<file path="src/rtl/irda_pkg.sv">
// Shared IrDA definitions: SIR framing state encoding and timing constants.
// Pure declarations, no latency.
// No flow control here; the encoder, and the decoder-side debug, import these.
package irda_pkg;

  // SIR framing FSM encoding, 2 bits
  typedef enum logic [1:0] {
    ST_IDLE  = 2'd0,
    ST_START = 2'd1,
    ST_DATA  = 2'd2,
    ST_STOP  = 2'd3
  } sir_state_t;

  // 16x oversampling: a SIR bit cell is exactly 16 baud ticks
  localparam int SIR_OVERSAMPLE = 16;

  // Default RZI pulse width in 16x ticks (3/16 of a bit cell)
  localparam int SIR_PULSE_WIDTH_DEF = 3;

  // States whose bit cells can carry a pulse (start and data; stop is always 1)
  function automatic logic sir_pulse_state(input sir_state_t s);
    return (s == ST_START) || (s == ST_DATA);
  endfunction

endpackage

</file>
<file path="src/rtl/irda_sir_pulse_gen.sv">
// SIR RZI pulse shaper: turns "inside a 0-bit cell" plus the 16x cell counter into the LED drive.
// Output registered, one clk behind the framing state; IRDA_SIR_MIN_PULSE_EN selects a fixed clk-count pulse.
// No handshake; cleared asynchronously by wb_rst_i and synchronously by sync_clr.
module irda_sir_pulse_gen
  import irda_pkg::*;
#(
  parameter int PULSE_WIDTH      = SIR_PULSE_WIDTH_DEF,
  parameter int MIN_PULSE_CYCLES = 8
) (
  input  logic       clk,
  input  logic       wb_rst_i,
  input  logic       sync_clr,
  input  logic       zero_cell,
  input  logic [3:0] cnt16,
  output logic       sir_enc_o
);

`ifdef IRDA_SIR_MIN_PULSE_EN
  localparam logic [7:0] MIN_CYC = 8'(MIN_PULSE_CYCLES);

  logic [3:0] unused_pulse_width;
  logic [7:0] pulse_cnt;
  logic       at_cell0;
  logic       at_cell0_q;

  assign unused_pulse_width = 4'(PULSE_WIDTH);

  // First clk of a 0-bit cell: cnt16 is 0 now but was not last clk
  assign at_cell0 = zero_cell & (cnt16 == 4'd0);

  // Fixed-length pulse from an 8-bit down-counter, cut short if the 0-bit cell ends
  always_ff @(posedge clk or posedge wb_rst_i) begin
    if (wb_rst_i) begin
      pulse_cnt  <= 8'd0;
      at_cell0_q <= 1'b0;
      sir_enc_o  <= 1'b0;
    end else if (sync_clr) begin
      pulse_cnt  <= 8'd0;
      at_cell0_q <= 1'b0;
      sir_enc_o  <= 1'b0;
    end else begin
      at_cell0_q <= at_cell0;
      if (at_cell0 && !at_cell0_q) begin
        pulse_cnt <= MIN_CYC;
        sir_enc_o <= (MIN_CYC != 8'd0);
      end else begin
        if (pulse_cnt != 8'd0) pulse_cnt <= pulse_cnt - 8'd1;
        sir_enc_o <= zero_cell & (pulse_cnt > 8'd1);
      end
    end
  end
`else
  localparam logic [3:0] PW = 4'(PULSE_WIDTH);

  logic [7:0] unused_min_pulse;

  assign unused_min_pulse = 8'(MIN_PULSE_CYCLES);

  // Pulse covers the first PULSE_WIDTH ticks of every 0-bit cell
  always_ff @(posedge clk or posedge wb_rst_i) begin
    if (wb_rst_i) begin
      sir_enc_o <= 1'b0;
    end else if (sync_clr) begin
      sir_enc_o <= 1'b0;
    end else begin
      sir_enc_o <= zero_cell & (cnt16 < PW);
    end
  end
`endif

endmodule

</file>
<file path="src/rtl/irda_sir_encoder.sv">
// IrDA SIR transmit encoder: byte in, start/data(LSB first)/stop framing, RZI pulse per 0 bit; macro IRDA_SIR_MIN_PULSE_EN.
// Frame = (1+DATA_BITS+STOP_BITS)*16 fast_enable ticks; LED output one clk behind the FSM.
// tx_ready low while the one-byte holding register is full or the SIR path is not selected.
module irda_sir_encoder
  import irda_pkg::*;
#(
  parameter int DATA_BITS        = 8,
  parameter int STOP_BITS        = 1,
  parameter int PULSE_WIDTH      = SIR_PULSE_WIDTH_DEF,
  parameter int MIN_PULSE_CYCLES = 8
) (
  input  logic                 clk,
  input  logic                 wb_rst_i,
  input  logic                 fast_enable,
  input  logic                 tx_select,
  input  logic                 fast_mode,
  input  logic [DATA_BITS-1:0] tx_data,
  input  logic                 tx_valid,
  output logic                 tx_ready,
  output logic                 sir_enc_o,
  output logic                 tx_busy,
  output logic                 tx_done
);

  localparam logic [3:0] LAST_TICK = 4'(SIR_OVERSAMPLE - 1);
  localparam logic [2:0] LAST_BIT  = 3'(DATA_BITS - 1);
  localparam logic       LAST_STOP = 1'(STOP_BITS - 1);

  sir_state_t           state;
  logic [3:0]           cnt16;
  logic [2:0]           bit_idx;
  logic                 stop_idx;
  logic [DATA_BITS-1:0] hold;
  logic                 hold_full;
  logic [DATA_BITS-1:0] shift;
  logic                 sync_clr;
  logic                 accept;
  logic                 cur_bit;
  logic                 zero_cell;
  logic                 cell_end;

  // SIR path is idle whenever MIR/FIR owns the link or we are receiving
  assign sync_clr = fast_mode | ~tx_select;
  assign tx_ready = ~hold_full & tx_select & ~fast_mode;
  assign accept   = tx_valid & tx_ready;
  assign tx_busy  = (state != ST_IDLE);
  assign cell_end = fast_enable & (cnt16 == LAST_TICK);

  // Value of the bit cell currently being sent
  always_comb begin
    cur_bit = 1'b1;
    case (state)
      ST_START: cur_bit = 1'b0;
      ST_DATA:  cur_bit = shift[0];
      default:  cur_bit = 1'b1;
    endcase
  end

  assign zero_cell = sir_pulse_state(state) & ~cur_bit;

  // Holding register plus framing FSM; a full hold at stop end chains frames with no gap
  always_ff @(posedge clk or posedge wb_rst_i) begin
    if (wb_rst_i) begin
      state     <= ST_IDLE;
      cnt16     <= 4'd0;
      bit_idx   <= 3'd0;
      stop_idx  <= 1'b0;
      hold      <= '0;
      hold_full <= 1'b0;
      shift     <= '0;
      tx_done   <= 1'b0;
    end else if (sync_clr) begin
      state     <= ST_IDLE;
      cnt16     <= 4'd0;
      bit_idx   <= 3'd0;
      stop_idx  <= 1'b0;
      hold      <= '0;
      hold_full <= 1'b0;
      shift     <= '0;
      tx_done   <= 1'b0;
    end else begin
      tx_done <= 1'b0;
      // accept needs an empty hold, loads need a full one: never both in one clk
      if (accept) begin
        hold      <= tx_data;
        hold_full <= 1'b1;
      end
      if (fast_enable) begin
        if (state != ST_IDLE) cnt16 <= cnt16 + 4'd1;
        case (state)
          ST_IDLE: begin
            if (hold_full) begin
              state     <= ST_START;
              shift     <= hold;
              hold_full <= 1'b0;
              cnt16     <= 4'd0;
            end
          end
          ST_START: begin
            if (cell_end) begin
              state   <= ST_DATA;
              bit_idx <= 3'd0;
            end
          end
          ST_DATA: begin
            if (cell_end) begin
              shift <= shift >> 1;
              if (bit_idx == LAST_BIT) begin
                state    <= ST_STOP;
                stop_idx <= 1'b0;
              end else begin
                bit_idx <= bit_idx + 3'd1;
              end
            end
          end
          ST_STOP: begin
            if (cell_end) begin
              if (stop_idx == LAST_STOP) begin
                tx_done <= 1'b1;
                if (hold_full) begin
                  state     <= ST_START;
                  shift     <= hold;
                  hold_full <= 1'b0;
                end else begin
                  state <= ST_IDLE;
                end
              end else begin
                stop_idx <= stop_idx + 1'b1;
              end
            end
          end
          default: state <= ST_IDLE;
        endcase
      end
    end
  end

  irda_sir_pulse_gen #(
    .PULSE_WIDTH      (PULSE_WIDTH),
    .MIN_PULSE_CYCLES (MIN_PULSE_CYCLES)
  ) u_pulse_gen (
    .clk       (clk),
    .wb_rst_i  (wb_rst_i),
    .sync_clr  (sync_clr),
    .zero_cell (zero_cell),
    .cnt16     (cnt16),
    .sir_enc_o (sir_enc_o)
  );

endmodule

</file>
<file path="config.mk">
export PLATFORM = sky130hd
export DESIGN_NAME = irda_sir_encoder
export DESIGN_NICKNAME = d
export VERILOG_FILES = /design/src/rtl/irda_pkg.sv /design/src/rtl/irda_sir_pulse_gen.sv /design/src/rtl/irda_sir_encoder.sv
export SDC_FILE = /design/constraint.sdc
export NUM_CORES = 1
export LEC_CHECK = 0
export ABC_AREA = 1
export BUFFER_PORTS_ARGS = -buffer_cell sky130_fd_sc_hd__buf_2
export CAP_MARGIN = 20
export CORE_MARGIN = 5
export CORE_UTILIZATION = 35
export CTS_CLUSTER_DIAMETER = 150
export DETAILED_ROUTE_END_ITERATION = 7
export SLEW_MARGIN = 0
export SYNTH_ARGS = -nofsm -noshare
export SYNTH_HDL_FRONTEND = slang
export SYNTH_SLANG_ARGS = --single-unit
</file>
<file path="constraint.sdc">
create_clock -name clk -period 1.5 [get_ports clk]
set_input_delay 0.15 -clock clk [delete_from_list [all_inputs] [get_ports clk]]
set_output_delay 0.15 -clock clk [all_outputs]
set_load 0.02 [all_outputs]
</file>
==> impl_results.md, run 1 <==
- PortBufs: 17
- Top cell type's share of synthesized area: a little over two fifths
- Largest cells by area after synthesis: dfrtp_1, nand2_1, ha_1
- Via density: 5.06
- Largest family of logic cells by synthesized area: simple AND/OR/NAND/NOR gates
- Setup violators final: 0
- FP Rows: 25
- Chip width: 79.0 um
- Synth Area in Compound Gates: 9.24%
- P per Cell Area: between 900 and 1000 nW/um2
- Share of cells above drive strength 1: 32.1%
- Vias: 1,548
- Final Power: between 2 and 2.5 mW
- Top-count cell post-synth: nand2_1
- WHS: 0.0612 ns
- Worst Path Arrival: ~1.3 ns
- Slew headroom: 75.0%
- Sequential share of power: 40.2%
- CTS tree: yes
- Sequential element share of the synthesized area: 42.1%
- Max VDD drop: just over 0.4 mV
- Post-route cell area: ~2200 um2
- Number of synthesized flops with an enable pin: 0
- Post-route antenna net violation count: 0
- H-tree Lvls: 1
- HP Start: tx_data[6]
- CTS sink count: 28
- Slew Viols, Final: 0
- Net Switching: 0.611 mW
- Internal power: approximately 1.4 mW
- Syn Area/Cell: around 7.9 um2
- Status: finished, final reports clean
- Final cell utilization of the core: approximately 48%
- Skew final: about 0.0025 ns
- Achievable frequency: roughly 670 MHz
- IO Count: 18
- Clock power frac: 30.3%
- Switching share of total power: a little under a third
- Yosys Warn Count: 0
- Starting DRT DRC Count: 85
- Gr ovfl total: 0
- Antenna cell count: 0
- Leak: 1.12 nW
- Cell accounting for the most synthesized area: dfrtp_1
- Routability Congestion: 0.808
- Crit path time final: 1.49 ns
- Initial core utilization: 35.7%
- Critical Path Start: state[1]$_DFFE_PP0P_
- Latest clock arrival within the worst-skew pair: 0.28 ns
- Initial antenna violation count: 0
- Post-synth ARST share: 100%
- Overall routing resource usage: 13.8%
- DRC: 0
- CTS buffer count: 3
- WS Path Type: flip-flop to primary output
- Final Hold Viols: 0
- XOR/XNOR Fraction of Synth Area: 0%
- Syn nets: ~230
- Final WL: 4270 um
- Setup TNS: 0 ns
- Root buffer cell: clkbuf_8
- Post-synthesis simple-gate area fraction: 36.4%
- Worst R2R Start: state[1]$_DFFE_PP0P_
- Synth unique cells: 28
- Commonest cells post-synth: nand2_1, dfrtp_1, nand3_1
- Instance area after placement: between 1500 and 2000 um2
- Gate Count Post-Synth: 212
- Worst Path Required: 1.35 ns
- WHS Path Cells: 3
- Max-cap viol count: 0
- Unrepaired setup endpoints after global routing: true
- Reg2Reg Depth: 6
- First-pass GRT wire length: 6870 um
- Final setup margin: 0.00963 ns
- Mapped cell area: about 1700 um2
- Non-filler cells, final: a little over 300
- Synth Register Bits: 28
- Final HPWL DP: 2780 um
- Clock tree buffer depth: 2
- Wire per inst: 14.0 um
- Die Y: roughly 79 um
- Worst-path maximum fanout: 6
- Core Region: 4660 um2
- Sequential Area: about 700 um2
- DRT Pass-1 Iters: 4
- Dpl ws: -0.0261 ns
- Fillcell total: 439
- Placed cells: 291
- Nets@finish: 275
- Synth Flop Type: dfrtp_1
- Synthesized-area fraction occupied by adder cells: 6.01%
- Logic pwr share: between 20 and 30%
- Number of global-route vias before repair: about 1.4k
- Synthesis-to-finish area growth: 34.0%
- Hold Path Class: input port to flip-flop
- Slew @ Worst Pin: 0.374 ns
- Clk slew on worst S/H paths: 0.10 ns
- CP startpoint kind: flip-flop
- CP Capture Type: primary output
- Post-synthesis mux area share: 0%
- Die Area: 6240 um2
- Largest net degree at the start of global routing: 29
- Multi-input logic area: 1010 um2
- Tcrit/Tclk final: 99.4%
==> cells in the final DEF (no fill, tap or decap), types with 2 or more instances in the layout <==
cell type / synthesis / routed
nand2_1: 75 / 71
dfrtp_1: 28 / 27
nand3_1: 18 / 16
buf_2: 3 / 16
inv_1: 17 / 14
buf_4: 1 / 14
a21oi_1: 11 / 10
nand4_1: 9 / 9
nor2_4: 3 / 7
nor2_1: 9 / 6
ha_4: 0 / 6
nand2_2: 1 / 5
o21ai_0: 5 / 5
buf_6: 0 / 5
inv_2: 3 / 4
nand2_4: 2 / 3
inv_4: 1 / 3
nor2_2: 3 / 3
o21ai_1: 3 / 3
clkbuf_8: 0 / 3
nand3_4: 1 / 2
nor3_1: 2 / 2
a21oi_2: 1 / 2
nand3_2: 1 / 2
o21bai_1: 2 / 2
ha_1: 8 / 2
buf_12: 0 / 2
==> area by class of cell <==
type / count / area share [%]
clock buffer: 3 / 1.85
timing repair buffer: 38 / 13.1
tap: 54 / 3.03
multi-input combinational: 161 / 45.4
clock inverter: 1 / 1.35
sequential: 28 / 31.5
inverter: 21 / 3.87
==> sequential cells by signal, indices dropped and copies added, names as in the netlist <==
register / count
bit_idx: 3
cnt16: 4
hold: 8
hold_full: 1
shift: 8
state: 2
tx_done: 1
u_pulse_gen.sir_enc_o: 1
==> repair_timing <==
action | CTS | global route
setup endpoints to repair | 13 | 16
resized for setup | 10 | 29
pin swaps | 3 | 16
hold endpoints to repair | 28 | 0
setup buffers | 2 | 6
hold buffers | 1 | 0
gates cloned | 2 | 0
==> routing by layer <==
| metal | share of wire, % | vias to the layer above | global-route usage (%) | routed length (um) |
|---|---|---|---|---|
| li1 | - | 772 | - | - |
| met1 | 47 | 695 | 20.2 | 2010 |
| met2 | 43 | 64 | 20.5 | 1850 |
| met3 | 5.6 | 17 | 1.70 | 240 |
| met4 | 3.9 | 0 | 5.33 | 167 |
| met5 | 0 | - | 0 | 0 |
==> cell families (layout without fill, tap and decap cells) <==
group,after synthesis,count (layout)
compound gates,25,25
fa+ha+maj,8,8
flops,28,28
buf+inv,25,63
simple gates,126,128
==> worst max-delay path: stages, from the launching register on <==
cell,delay (ns)
dfrtp_2,0.47
inv_4,0.11
buf_6,0.11
ha_4,0.18
inv_4,0.06
buf_6,0.12
==> power by group through the flow <==
stage / clock (mW) / sequential, mW / combinational [mW]
after global routing: 0.650 / 0.816 / 0.643
after global placement: 0 / 0.818 / 0.419
after CTS: 0.629 / 0.801 / 0.472
final: 0.611 / 0.811 / 0.596
after floorplan: 0 / 0.818 / 0.264
after detailed placement: 0 / 0.819 / 0.420
==> worst paths after layout <==
path	to	slack, ns
hold / removal	hold[6]$_DFFE_PP0P_	0.06
max in group asynchronous	state[1]$_DFFE_PP0P_	0.74
setup reg to reg	shift[0]$_DFFE_PP0P_	0.01
min in group asynchronous	bit_idx[2]$_DFFE_PP0P_	0.47
hold reg to reg	shift[2]$_DFFE_PP0P_	0.49
setup / recovery	tx_busy	0.01
Note: power is estimated with default switching activity, not from simulation.
==> run 2: changes to the inputs <==
--- a/config.mk
+++ b/config.mk
@@ -12,6 +12,7 @@
 export CORE_UTILIZATION = 35
 export CTS_CLUSTER_DIAMETER = 150
 export DETAILED_ROUTE_END_ITERATION = 7
+export SETUP_SLACK_MARGIN = 0.02
 export SLEW_MARGIN = 0
 export SYNTH_ARGS = -nofsm -noshare
 export SYNTH_HDL_FRONTEND = slang
==> impl_results.md, run 2 (synthesized netlist as in run 1, its figures left out) <==
- First-pass GRT wire length: between 6000 and 7000 um
- Tcrit/Tclk final: 99.4%
- Leak: 1.12 nW
- Post-route cell area: 2230 um2
- Instance area after placement: 1900 um2
- Most frequent cells in the layout: nand2_1, dfrtp_1, nand3_1, buf_2
- Final Power: 2.02 mW
- Chip width: just under 80 um
- DRC: 0
- PortBufs: 17
- Overall routing resource usage: roughly 14%
- WS Path Type: flip-flop to primary output
- DRT Pass-1 Iters: 4
- Post-route antenna net violation count: 0
- Die Y: 79.0 um
- Gr ovfl total: 0
- Clock tree buffer depth: 2
- CP startpoint kind: flip-flop
- Number of global-route vias before repair: around 1.4k
- Initial antenna violation count: 0
- Via density: between 5 and 6
- Slew @ Worst Pin: 0.374 ns
- Hold Path Class: input port to flip-flop
- Setup violators final: 0
- Max-cap viol count: 0
- Top Registers: hold x8, shift x8, cnt16 x4
- CTS sink count: 28
- Clock power frac: 30.3%
- Initial core utilization: 35.7%
- Routability Congestion: 0.808
- Net Switching: 0.611 mW
- Antenna cell count: 0
- CTS tree: yes
- Synthesis-to-finish area growth: 34.0%
- Slew Viols, Final: 0
- CTS buffer count: 3
- Achievable frequency: between 600 and 700 MHz
- Die Area: 6240 um2
- Root buffer cell: clkbuf_8
- Slew headroom: 75.1%
- Final HPWL DP: between 2000 and 3000 um
- Unrepaired setup endpoints after global routing: true
- Fillcell total: 439
- Crit path time final: about 1.5 ns
- Worst Path Required: between 1 and 1.5 ns
- Switching share of total power: a little under a third
- Worst Path Arrival: 1.34 ns
- Sequential share of power: around 40%
- Nets@finish: 275
- Share of cells above drive strength 1: 32.1%
- Largest net degree at the start of global routing: 29
- H-tree Lvls: 1
- Worst-path maximum fanout: 6
- Core Region: 4660 um2
- Commonest non-fill, non-tap cell in the layout: nand2_1
- Skew final: 0.00337 ns
- Status: finished, final reports clean
- Reg2Reg Depth: 6
- Final cell utilization of the core: 47.9%
- Final WL: 4270 um
- R2R Setup Slk: 0.01 ns
- Sequential Area: between 700 and 800 um2
- CP Capture Type: primary output
- Setup TNS: 0 ns
- Vias: 1,536
- Logic pwr share: between 20 and 30%
- Internal power: 1.41 mW
- IO Count: 18
- Latest clock arrival within the worst-skew pair: 0.28 ns
- P per Cell Area: 904 nW/um2
- Starting DRT DRC Count: 88
- Wire per inst: 14.0 um
- Clk slew on worst S/H paths: 0.10 ns
- FP Rows: 25
- Final Hold Viols: 0
- WHS Path Cells: 3
- Max VDD drop: 0.404 mV
- Multi-input logic area: 1010 um2
[run 2: cell counts in the layout (fill, tap and decap cells not counted)]
No cell type changed its count.
[run 2: final timing paths]
kind                                       from                endpoint
setup reg to reg           state[1]$_DFFE_PP0P_    shift[0]$_DFFE_PP0P_
hold reg to reg            shift[2]$_DFFE_PP0P_    shift[2]$_DFFE_PP0P_
hold / removal                       tx_data[6]     hold[6]$_DFFE_PP0P_
min in group asynchronous              wb_rst_i  bit_idx[2]$_DFFE_PP0P_
setup / recovery           state[1]$_DFFE_PP0P_                 tx_busy
max in group asynchronous              wb_rst_i    state[1]$_DFFE_PP0P_
[run 2: layer usage]
| metal | up-vias | track usage [%] | routed length [um] |
|---|---|---|---|
| met1 | 694 | 20.2 | 2060 |
| met3 | 17 | 1.70 | 212 |
| met4 | 0 | 5.33 | 166 |
| li1 | 774 | - | - |
| met2 | 51 | 20.5 | 1840 |
| met5 | - | 0 | 0 |
[run 2: cell type report]
class                           instances  area share, %
Clock buffer                            3           1.85
Clock inverter                          1           1.35
Inverter                               21           3.87
Multi-Input combinational cell        161           45.4
Sequential cell                        28           31.5
Tap cell                               54           3.03
Timing Repair Buffer                   38           13.1
[run 2: timing repair]
item | 4_1_cts | 5_1_grt
pin swaps | 3 | 16
setup endpoints to repair | 16 | 16
setup buffers | 2 | 6
hold buffers | 1 | 0
endpoints found under the hold margin | 28 | 0
resized for setup | 11 | 28
gates cloned | 2 | 0
[run 2: critical path, cell delays in order (launching register included)]
cell and delay, ns:
dfrtp_2 0.47, inv_4 0.11, buf_6 0.11, ha_4 0.18
inv_4 0.06, buf_6 0.12
[run 2: metrics by stage]
step | setup slack, ns | cells | hold slack, ns
after floorplan | 0.0305 | 212 | 0.215
after global placement | -0.0000256 | 291 | 0.241
after detailed placement | -0.0261 | 291 | 0.238
after CTS | 0.0126 | 300 | 0.0571
after global routing | -0.0811 | 306 | 0.0620
final | 0.00958 | 306 | 0.0616
[run 2: power groups by stage]
stage	logic (mW)	clock network [mW]	registers, mW
floorplan	0.264	0	0.818
global placement	0.419	0	0.818
detailed placement	0.420	0	0.819
CTS	0.473	0.629	0.801
global route	0.643	0.650	0.816
finish	0.595	0.611	0.811
